### src/rtl/game_flow_ctrl.sv
// Game flow controller: synchronizes and debounces the five push-buttons,
// turns start/pause and quit presses into single-cycle pulses, runs the
// START/PLAY/PAUSE/OVER state machine and tracks the best score since reset.
module game_flow_ctrl #(
    parameter int DEBOUNCE_CYCLES = 250000,
    parameter int GAMEOVER_CYCLES = 75000000
) (
    input  logic        clk,
    input  logic        rst,
    input  logic [4:0]  buttons_raw,
    input  logic [2:0]  game_status,
    input  logic [13:0] score,
    output logic [2:0]  game_state,
    output logic [13:0] high_score,
    output logic [4:0]  buttons_play,
    output logic        new_record
);

    localparam int CW = $clog2(DEBOUNCE_CYCLES + 1);
    localparam int TW = $clog2(GAMEOVER_CYCLES + 1);
    localparam logic [CW-1:0] CNT_LAST   = CW'(DEBOUNCE_CYCLES - 1);
    localparam logic [TW-1:0] TIMER_LAST = TW'(GAMEOVER_CYCLES - 1);
    // Shoot, right and left pass through during play; start/pause and quit never do.
    localparam logic [4:0] PLAY_MASK = 5'b10101;

    typedef enum logic [2:0] {
        ST_START = 3'b000,
        ST_PLAY  = 3'b001,
        ST_PAUSE = 3'b010,
        ST_OVER  = 3'b011
    } state_t;

    logic [4:0]    sync1_reg;
    logic [4:0]    sync2_reg;
    logic [4:0]    deb_level;
    logic [4:0]    deb_dly_reg;
    logic [4:0]    armed_reg;
    logic [4:0]    press_reg;
    logic [1:0]    settle_reg;
    logic [TW-1:0] timer_reg;
    state_t        state_reg;

    // Two-flop synchronizer on every raw button.
    always_ff @(posedge clk or posedge rst) begin
        if (rst) begin
            sync1_reg <= '0;
            sync2_reg <= '0;
        end else begin
            sync1_reg <= buttons_raw;
            sync2_reg <= sync1_reg;
        end
    end

    genvar gi;
    generate
        for (gi = 0; gi < 5; gi++) begin : g_deb
            logic [CW-1:0] cnt_reg;
            logic          level_reg;

            // Count consecutive samples that disagree with the accepted level; flip once enough agree.
            always_ff @(posedge clk or posedge rst) begin
                if (rst) begin
                    cnt_reg   <= '0;
                    level_reg <= 1'b0;
                end else if (sync2_reg[gi] == level_reg) begin
                    cnt_reg <= '0;
                end else if (cnt_reg == CNT_LAST) begin
                    level_reg <= ~level_reg;
                    cnt_reg   <= '0;
                end else begin
                    cnt_reg <= cnt_reg + 1'b1;
                end
            end

            assign deb_level[gi] = level_reg;
        end
    endgenerate

    // Edge-detect debounced rises into one-cycle presses. A button only becomes
    // armed after it has been seen released once the synchronizer holds real
    // samples, so a button held through reset release never yields a press.
    always_ff @(posedge clk or posedge rst) begin
        if (rst) begin
            settle_reg  <= '0;
            armed_reg   <= '0;
            deb_dly_reg <= '0;
            press_reg   <= '0;
        end else begin
            if (settle_reg != 2'd2) begin
                settle_reg <= settle_reg + 1'b1;
            end else begin
                armed_reg <= armed_reg | ~sync2_reg;
            end
            deb_dly_reg <= deb_level;
            press_reg   <= deb_level & ~deb_dly_reg & armed_reg;
        end
    end

    // Game state machine with registered outputs, OVER hold timer and best-score tracking.
    always_ff @(posedge clk or posedge rst) begin
        if (rst) begin
            state_reg    <= ST_START;
            timer_reg    <= '0;
            high_score   <= '0;
            new_record   <= 1'b0;
            buttons_play <= '0;
        end else begin
            buttons_play <= '0;
            case (state_reg)
                ST_START: begin
                    if (press_reg[3]) begin
                        state_reg    <= ST_PLAY;
                        buttons_play <= deb_level & PLAY_MASK;
                    end
                end
                ST_PLAY: begin
                    if (game_status != 3'b000) begin
                        state_reg <= ST_OVER;
                        timer_reg <= '0;
                    end else if (press_reg[3]) begin
                        state_reg <= ST_PAUSE;
                    end else begin
                        buttons_play <= deb_level & PLAY_MASK;
                    end
                end
                ST_PAUSE: begin
                    if (press_reg[1]) begin
                        state_reg <= ST_START;
                    end else if (press_reg[3]) begin
                        state_reg    <= ST_PLAY;
                        buttons_play <= deb_level & PLAY_MASK;
                    end
                end
                ST_OVER: begin
                    timer_reg <= timer_reg + 1'b1;
                    // A late-arriving final score is still caught on any OVER cycle.
                    if (score > high_score) begin
                        high_score <= score;
                    end
                    // timer_reg is zero only on the entry cycle, where a press is ignored.
                    if (timer_reg == TIMER_LAST || (press_reg[3] && timer_reg != '0)) begin
                        state_reg  <= ST_START;
                        new_record <= 1'b0;
                    end else if (score > high_score) begin
                        new_record <= 1'b1;
                    end
                end
                default: begin
                    state_reg <= ST_START;
                end
            endcase
        end
    end

    assign game_state = state_reg;

endmodule
### config.mk
export PLATFORM = sky130hd
export DESIGN_NAME = game_flow_ctrl
export DESIGN_NICKNAME = d
export VERILOG_FILES = /design/src/rtl/game_flow_ctrl.sv
export SDC_FILE = /design/constraint.sdc
export NUM_CORES = 1
export LEC_CHECK = 0
export ABC_AREA = 1
export CORE_UTILIZATION = 60
export CTS_CLUSTER_DIAMETER = 200
export CTS_CLUSTER_SIZE = 25
export DETAILED_ROUTE_END_ITERATION = 7
export GPL_TIMING_DRIVEN = 0
export PLACE_DENSITY = 0.78
export SYNTH_ARGS = -nofsm -noshare
export SYNTH_HDL_FRONTEND = slang
export SYNTH_SLANG_ARGS = --single-unit
### constraint.sdc
create_clock -name clk -period 9.7 [get_ports clk]
set_clock_uncertainty 0.05 [all_clocks]
set_input_delay 0.97 -clock clk [delete_from_list [all_inputs] [get_ports clk]]
set_output_delay 0.97 -clock clk [all_outputs]
set_load 0.02 [all_outputs]
[Word level (Yosys, flattened, before mapping)]
Cells that the tools add are included.
Storage, ports and cells
  bits in registers: 170
  input bits: 24
  output and inout bits: 23
  logic and storage cells: 103
Operators by class
  add/sub/neg operators: 7
  magnitude comparators: 1
  equality and inequality tests: 18
  mux-type cells: 25
  bitwise operators: 15
  reductions and logical operators: 16
Operators by type and width (count)
  18-bit 2-to-1 mux: 10
  18-bit by 1-bit adder with 18-bit output, second input constant: 5
  18-bit == test, second input constant: 5
  27-bit case mux with 2 select lines: 1
  27-bit by 1-bit adder with 27-bit output, second input constant: 1
  27-bit == test, second input constant: 1
  27-bit 2-to-1 mux: 1
  27-bit nonzero test: 1
  5-bit 2-to-1 mux: 4
  2-bit AND reduction: 9
  3-bit 2-to-1 mux: 5
  5-bit case mux with 3 select lines: 1
  14-bit greater-than comparator: 1
  3-bit case mux with 4 select lines: 1
  1-bit NOT: 10
  4-bit AND: 2
  3-bit by 2-bit == test with 1-bit output, second input constant: 2
  2-bit != test, second input constant: 3
  1-bit == test: 5
  5-bit NOT: 1
  5-bit bitwise OR: 1
  4-bit NOT: 1
  2-bit nonzero test: 2
  3-bit by 1-bit == test with 1-bit output, second input constant: 1
  other kinds (7): 8

[Logic depth before layout (Yosys ltp)]
Gate-level depths: netlist of run 1.
  depth after elaboration: 5
  gate-level depth with buffers: 13

[Worst setup path after synthesis of run 1]
Ideal clock, no wire load.
  path kind: input port to flip-flop
  start: in score[13]
  end: reg high_score[13]
  arrival: 2060 ps
  data required time: 9533 ps
  setup slack: 7473 ps
  cell stages on the path: 11
  cell sequence: ha_1 -> nand2_1 -> nor2_1 -> nand3_1 -> inv_1 -> nand2_1 -> nand2_2 -> nand2_2 -> buf_4 -> nand2_1 -> nand2_1
Between the ends
  word-level cells in the longest chain between the ends: 2
Ends and longest elaborated chain
  start: declaration: RTL line 12  | input logic [13:0] score,
  14-bit greater-than comparator: RTL line 137  | if (score > high_score) begin
  2-bit AND reduction (no source line)
  end signal: assignment: RTL line 138  | high_score <= score;
  end: declaration: RTL line 14  | output logic [13:0] high_score,
Several ways; a longest one is shown, not always the timed one.
A chain may end at the register's enable or synchronous reset.

[Final worst setup path of run 1]
  start: reg state_reg[0] (netlist: game_state[0])
  end: out game_state[0]
RTL lines
  start: declaration: RTL line 41  | state_t state_reg;
  start signal: assignment: RTL line 102  | state_reg <= ST_START;
  start signal: assignment: RTL line 112  | state_reg <= ST_PLAY;
  start signal: assignment: RTL line 118  | state_reg <= ST_OVER;
  end: declaration: RTL line 13  | output logic [2:0] game_state,
No word-level cell between the ends.

==> summary by stage, run 1 <==
Worst setup path
The critical path launch point is game_state[0]. The critical path's largest stage delay is around 650 ps. The gate family responsible for the most delay along the worst path is buffers and inverters. In this run the worst path has a maximum fanout of 5. For the worst setup path, the data arrival time is 1530 ps. The launching element type of the critical path is a register.

The worst setup path is captured at a primary output. Together, buffers and inverters on the worst path number 1. In this run the critical register-to-register path is launched from high_score[13]. The critical path goes through clkdlybuf4s50_1.

At the worst endpoint, the required time is between 8000 and 9000 ps. The standard cell with the maximum stage delay on the critical path is sky130_fd_sc_hd__clkdlybuf4s50_1. By startpoint and endpoint, the worst setup path is classified as reg2out.

Place
The number of cells after detailed placement is 1,397. The placed wire-length estimate after detailed placement is 13.2 mm. The port buffer count is 44. The weighted congestion at the end of routability-driven global placement is between 0.9 and 1. The worst slack at placement is between 6000 and 7000 ps. After detailed placement, the total cell area comes to about 9600 µm².

GRT
Global routing used around a quarter of the available tracks. The initial antenna violation count is 0. Entering global routing, the biggest net connects between 90 and 100 pins. The first global-routing pass estimated ~30 mm of wire.

After global routing the overflow that remains totals 0. The via count of the first global-routing pass was around 6,900.

STA
The final period utilization is between 20% and 30%. Summed over all failing endpoints, the final setup total negative slack is 0 ps. Setup repair after global routing left no endpoint under its margin. The minimum clock period is approximately 2500 ps.

The worst path setup slack after routing is ~7200 ps. The number of failing hold endpoints at the final stage is 0. The total setup violations reported at the end of the flow is 0. Final hold analysis gives a worst-case slack of between 200 and 300 ps. The final count of pins violating max slew was 0. Derived from the worst setup path, the maximum achievable clock frequency is between 0.3 and 0.4 GHz.

Synth
The number of different library cells used by synthesis comes to 38. Yosys mapped a number of flops with a built-in enable equal to 0. In this run, synthesis produced a sequential element count of 161. The warning count from the yosys run is 0.

The sequential fraction of the synthesis area is 45.2%. After synthesis the cells add up to 8910 µm². The prevailing post-synth register cell is sky130_fd_sc_hd__dfrtp_1. The number of instances in the synthesized netlist is 1,166. A synthesized cell averages roughly 7.6 µm². Counting flops with an async set or reset pin after synthesis yields a share of 100%.

Power and ir drop
The relative contribution of the clock network to total power is 42.6%. The analysis attributes to net switching a power of slightly above 0.4 mW. The ratio of total power to cell area is about 150 nW/µm². Of the total power, the share spent switching nets is 26.4%. Per report_power, the sequential group accounts for around 48% of the total. The design draws roughly 1.5 mW. Internal power comes to 1.13 mW. The part of the power in combinational logic is 9.6%. The reported leakage power is between 4 and 5 nW. The peak ir drop on the vdd network is 0.195 mV.

CTS
In this run the number of H-tree levels came out at 4. The post-cts gate resize count is 0. The cts-stage hold buffer count is 0. After clock tree synthesis, the clock-pin slew on the worst setup and hold paths is around 60 ps. The count of clock tree sinks is around 160.

The longest clock path from root to sink contains 2 buffers. The number of clock buffers added by TritonCTS is 17. The cell chosen for the clock root is sky130_fd_sc_hd__clkbuf_16. The number of setup buffers added after CTS is 0. TritonCTS built the clock tree. The later-pin clock latency in the skew report is 430 ps.

Drt
The routed design has 18.4 mm of wire. The via count is approximately 7,600. The via density per instance is 5.30.

The detailed router finished its first iteration with roughly 460 violations. The number of remaining DRC errors is 0. The detailed-routing iteration count for the pre-antenna-repair pass is 5.

The detail route stage leaves a number of antenna-violating nets equal to 0. The average wire per standard cell is approximately 13 µm.

Finish
The register with the most flip-flops in the layout has 90 of them. The net count of the finished layout is around 1,300. The area added between synthesis and finish is 14.5%. Once layout is complete, the utilization of the core stands at a little over two thirds. The antenna cell count is 0. In the final layout, the share of cells above drive strength 1 is 7.23%.

The finished cells cover between 10,000 and 15,000 µm². The final non-filler cell total is between 1,000 and 1,500.

Min path
The origin of the worst min-delay path is sync1_reg[1]. The type of the worst min-delay path is reg2reg.

Floorplan
The die outline area is between 15,000 and 20,000 µm². The floorplan step defined a core boundary enclosing approximately 15,000 µm². The chip width is about 120 µm. In this run the vertical extent of the chip is roughly 120 µm.

The effective utilization at floorplan is 61.3%. The floorplan row count is 44. The count of boundary I/O pins is 47.

Job
The number of max-cap violations is 0.

Run status
The run finished with clean final reports.
==> placed cells by master (no fill, tap or decap), drive strengths merged <==
cell type | netlist | layout
and3 | 2 | 2
nand4 | 37 | 37
a31oi | 4 | 4
clkdlybuf4s50 | 0 | 44
nor4 | 3 | 3
o32ai | 1 | 1
nor3 | 61 | 61
ha | 22 | 22
nor3b | 9 | 9
clkbuf | 0 | 19
o21bai | 1 | 1
nand3b | 6 | 6
dfrtp | 161 | 161
inv | 179 | 184
xor2 | 38 | 38
nand2 | 275 | 275
nand3 | 85 | 85
clkinv | 0 | 6
o21ai | 32 | 32
o22ai | 5 | 5
xnor2 | 5 | 5
o31ai | 1 | 1
buf | 8 | 9
clkinvlp | 0 | 1
conb | 1 | 3
bufinv | 0 | 1
a21oi | 26 | 26
a211oi | 2 | 2
nor2 | 202 | 202
==> cell usage after synthesis (5+ instances only) <==
master | number | area [µm²]
sky130_fd_sc_hd__a21oi_1 | 25 | 125
sky130_fd_sc_hd__dfrtp_1 | 161 | 4030
sky130_fd_sc_hd__ha_1 | 22 | 275
sky130_fd_sc_hd__inv_1 | 172 | 646
sky130_fd_sc_hd__inv_2 | 7 | 26.3
sky130_fd_sc_hd__nand2_1 | 268 | 1010
sky130_fd_sc_hd__nand2_2 | 6 | 37.5
sky130_fd_sc_hd__nand3_1 | 78 | 390
sky130_fd_sc_hd__nand3_2 | 6 | 60.1
sky130_fd_sc_hd__nand3b_1 | 6 | 45.0
sky130_fd_sc_hd__nand4_1 | 37 | 231
sky130_fd_sc_hd__nor2_1 | 190 | 713
sky130_fd_sc_hd__nor2_2 | 8 | 50.1
sky130_fd_sc_hd__nor3_1 | 48 | 240
sky130_fd_sc_hd__nor3_2 | 10 | 100
sky130_fd_sc_hd__nor3b_1 | 8 | 60.1
sky130_fd_sc_hd__o21ai_0 | 25 | 125
sky130_fd_sc_hd__o21ai_1 | 7 | 35.0
sky130_fd_sc_hd__o22ai_1 | 5 | 31.3
sky130_fd_sc_hd__xnor2_1 | 5 | 43.8
sky130_fd_sc_hd__xor2_1 | 38 | 333
==> cells by family (layout without fill, tap and decap cells) <==
kind of cell               Yosys count  in the layout  share of synthesized area, %
AOI/OAI and AO/OA                   72             72                          4.45
buffers and inverters              187            264                          8.15
DFF                                161            161                          45.2
adders and majority gates           22             22                          3.09
xor gates and xnor gates            43             43                          4.23
other                                1              3                        0.0421
and+or+nand+nor                    680            680                          34.8
==> worst reg2reg max path: cells and delay by family (launching register included) <==
family | cells | cell delay [ps]
fa+ha+maj | 1 | 280
simple gates | 8 | 760
flops | 1 | 370
buf+inv | 3 | 320
==> power groups by stage <==
stage / combinational, mW / clock, mW / sequential (mW)
finish: 0.147 / 0.654 / 0.733
global route: 0.170 / 0.692 / 0.738
CTS: 0.149 / 0.666 / 0.733
detailed placement: 0.148 / 0 / 0.744
global placement: 0.143 / 0 / 0.744
floorplan: 0.0925 / 0 / 0.745
==> final timing paths <==
path,end,slack (ps),depth (start not counted)
setup reg to reg,high_score[6],7830,12
hold reg to reg,sync2_reg[1],300,0
min in group asynchronous,high_score[7],940,2
max in group asynchronous,g_deb[1].cnt_reg[10],7850,3
hold / removal,sync2_reg[1],300,0
setup / recovery,game_state[0],7150,1
==> routing by layer <==
| layer | global-route usage [%] | share of wire, % |
|---|---|---|
| met3 | 5.04 | 4.6 |
| met2 | 40.9 | 45 |
| met5 | 0 | 0 |
| met1 | 34.8 | 49 |
| met4 | 8.43 | 1.6 |
==> final cells by class <==
cell class / count / area, µm²
flip-flops and latches: 161 / 4030
fillers: 1198 / 4340
plain buffers: 8 / 53.8
inverters: 179 / 679
clock inverters: 13 / 125
repair buffers: 45 / 468
multi-input cells: 820 / 4160
clock buffers: 19 / 453
well taps: 184 / 230
(Power assumes the default switching activity.)
==> inputs of run 2 (changes only) <==
Clock period 9.7 ns to 2.61 ns, I/O delays scaled along.
==> summary by stage, run 2 (synthesis gave the netlist of run 1 again) <==
Finish
For this run, the post-layout net count is 1,280. The register with the most flip-flops in the layout has 90 of them. The area added between synthesis and finish is 14.7%.

In the final layout, the share of cells above drive strength 1 is 7.15%. The library cells used most frequently in the layout, excluding fill and tap cells, are sky130_fd_sc_hd__nand2_1, sky130_fd_sc_hd__nor2_1, sky130_fd_sc_hd__inv_1, sky130_fd_sc_hd__dfrtp_1, sky130_fd_sc_hd__nand3_1. The most common library cell in the layout ignoring fill and taps is sky130_fd_sc_hd__nand2_1. The finished layout holds 1,429 standard cells, fillers aside. 0 antenna diodes ended up in the layout.

STA
Headroom to the max-slew limit came out at a little over two fifths. The highest achievable clock rate is roughly 0.54 GHz. Setup violations remaining at the end of the flow were counted as 0. The final count of pins violating max slew is 0.

The worst hold slack is around 220 ps. After layout, the worst setup slack is 763 ps. The minimum clock period is 1850 ps.

Setup repair after global routing left no endpoint under its margin. The final period utilization is 70.8%. The number of failing hold endpoints at the final stage is 0. The pin slew with the least headroom to its limit is around 850 ps.

GRT
Global routing used a little over a quarter of the available tracks across all layers. The wire length of the first global-routing pass is 31.5 mm. The met2 track demand over resource is between 40% and 50%. The met3 layer usage reported by global route is 4.90%. The total grt overflow is 0. The initial antenna violation count is 0.

met2 is the most crowded layer. In the global route stage, met1 resource usage came out at between 30% and 40%. The via count of the first global-routing pass was about 7,100. Entering global routing, the biggest net connects 44 pins.

Floorplan
The floorplan step defined a core boundary enclosing roughly 15,000 µm². The die boundary height is around 120 µm. For this design the top-level I/O count stands at 47.

For this configuration, the core starts out at a cell density of 61.3%. The chip width is between 100 and 150 µm. The floorplan row count is 44. The die outline area is about 15,000 µm².

Place
The weighted congestion at the end of routability-driven global placement is about 0.95. The number of cells after detailed placement is between 1,000 and 1,500. The worst slack at placement is between 400 and 500 ps. The port buffer count is 44. The placed wire-length estimate after detailed placement is between 10 and 15 mm.

Drt
The count of nets left with antenna violations once routing finished came out at 0. For this run, the detailed router's first-pass iteration total came to 5. The via density per instance is 5.27. Wires add up to between 15 and 20 mm.

For this block, the via count after detailed routing is 7,525. After the first detailed-routing iteration, the DRC count stood at about 530. After detailed routing, the average wire length per cell comes to 13.0 µm. In the routed design, unresolved DRC markers number 0.

Worst setup path
The startpoint identified for the worst register-to-register timing path is g_deb[3].cnt_reg[0]. The reg2reg setup slack is ~760 ps. The terminus of the critical flop-to-flop path is g_deb[3].cnt_reg[16]. The data required time of the worst path is between 2000 and 3000 ps. The number of buffers and inverters on the critical path is 1. The launching element type of the critical path is a register. Of all nets on the critical path, the largest fanout is 5.

The cell seen most often among critical-path stages is sky130_fd_sc_hd__nand3_1. The standard cell with the maximum stage delay on the critical path is sky130_fd_sc_hd__dfrtp_1. Measured in cells, the most critical reg-to-reg path has a length of 7. The gate family responsible for the most delay along the worst path is simple AND/OR/NAND/NOR gates. By startpoint and endpoint, the worst setup path is classified as reg2reg. The type of destination of the critical path is a register. The critical path goes through ha_1 -> nand3_1 -> nor3_1 -> nand3_1 -> xnor2_1 -> nand2_1 -> inv_1.

The critical path runs through a total of 7 cells. At the worst endpoint, the arrival time is 2120 ps. The critical path's largest stage delay is ~440 ps.

Power and ir drop
The reported leakage power is 4.70 nW. Dividing total power by cell area gives a power density of around 560 nW/µm². The relative contribution of the clock network to total power is around 42%. Combinational cells account for a little under 10% of the total power. The internal power of the cells totals between 4 and 5 mW. The switching power summed over all nets is 1.43 mW. The total power is 5.70 mW. In this run, flip-flops and latches consume between 40 and 50% of the power. The switching part of the total power is roughly a quarter. The worst-case IR drop observed on VDD is between 0.5 and 0.6 mV.

CTS
For this design, the CTS-stage hold fixing added 0 buffers. The clock-pin slew on the worst setup and hold paths is 60 ps. The clock passes through at most 2 buffers. The CTS tree is yes. The number of buffers inserted by post-CTS setup repair is 0. The H-tree level count is 4.

The post-cts gate resize count is 0. The later-pin clock latency in the skew report is ~420 ps. Counting the buffers created by CTS gives 17. The clock drives 161 sinks.

Clock tree synthesis selected as its root buffer the cell sky130_fd_sc_hd__clkbuf_16.

Min path
The worst hold path begins at buttons_raw[3]. In this run the worst hold path is classified as in2reg. The hold path depth is 1.

For hold timing, the worst endpoint is sync1_reg[3].

Job
The number of max-cap violations is 0.

Run status
The run finished with clean final reports.
## run 2: cell count changes in the layout (fill, tap and decap cells not counted), moves of 2 or more
cell,delta
sky130_fd_sc_hd__buf_12,+3
sky130_fd_sc_hd__inv_8,-2
sky130_fd_sc_hd__inv_6,-4
sky130_fd_sc_hd__clkinvlp_4,+2
## run 2: metal layers
layer,vias up,share of wire (%)
met1,3462,48
li1,3845,-
met5,-,0
met2,193,46
met3,25,5.0
met4,0,1.4
## run 2: how the worst max path moves through the flow
stage / from / endpoint / slack, ps
after floorplan: rst / armed_reg[1] / 260
after global placement: rst / g_deb[1].cnt_reg[10] / -1070
after detailed placement: score[13] / high_score[5] / 430
after CTS: high_score[13] / high_score[5] / 750
after global routing: high_score[13] / high_score[6] / 510
final: g_deb[3].cnt_reg[0] / g_deb[3].cnt_reg[16] / 760
## run 2: area by class of cell
class	count	area [µm²]
Sequential cell	161	4030
Timing Repair Buffer	47	500
Clock inverter	10	113
Clock buffer	20	457
Fill cell	1211	4320
Inverter	179	676
Tap cell	184	230
Buffer	8	53.8
Multi-Input combinational cell	820	4160
## run 2: power by group through the flow
stage          sequential [mW]  combinational [mW]  clock (mW)
5_1_grt                   2.75               0.643        2.55
2_1_floorplan             2.77               0.344           0
3_3_place_gp              2.77               0.531           0
3_5_place_dp              2.77               0.559           0
6_report                  2.73               0.554        2.42
4_1_cts                   2.72               0.562        2.46
## run 2: per-stage QoR
step	setup TNS, ps	util [%]	instance area [µm²]
2_1_floorplan	0	-	8920
3_3_place_gp	-170300	66.0	9590
3_5_place_dp	0	66.4	9650
4_1_cts	0	70.3	10200
5_1_grt	0	70.3	10200
6_report	0	70.3	10200
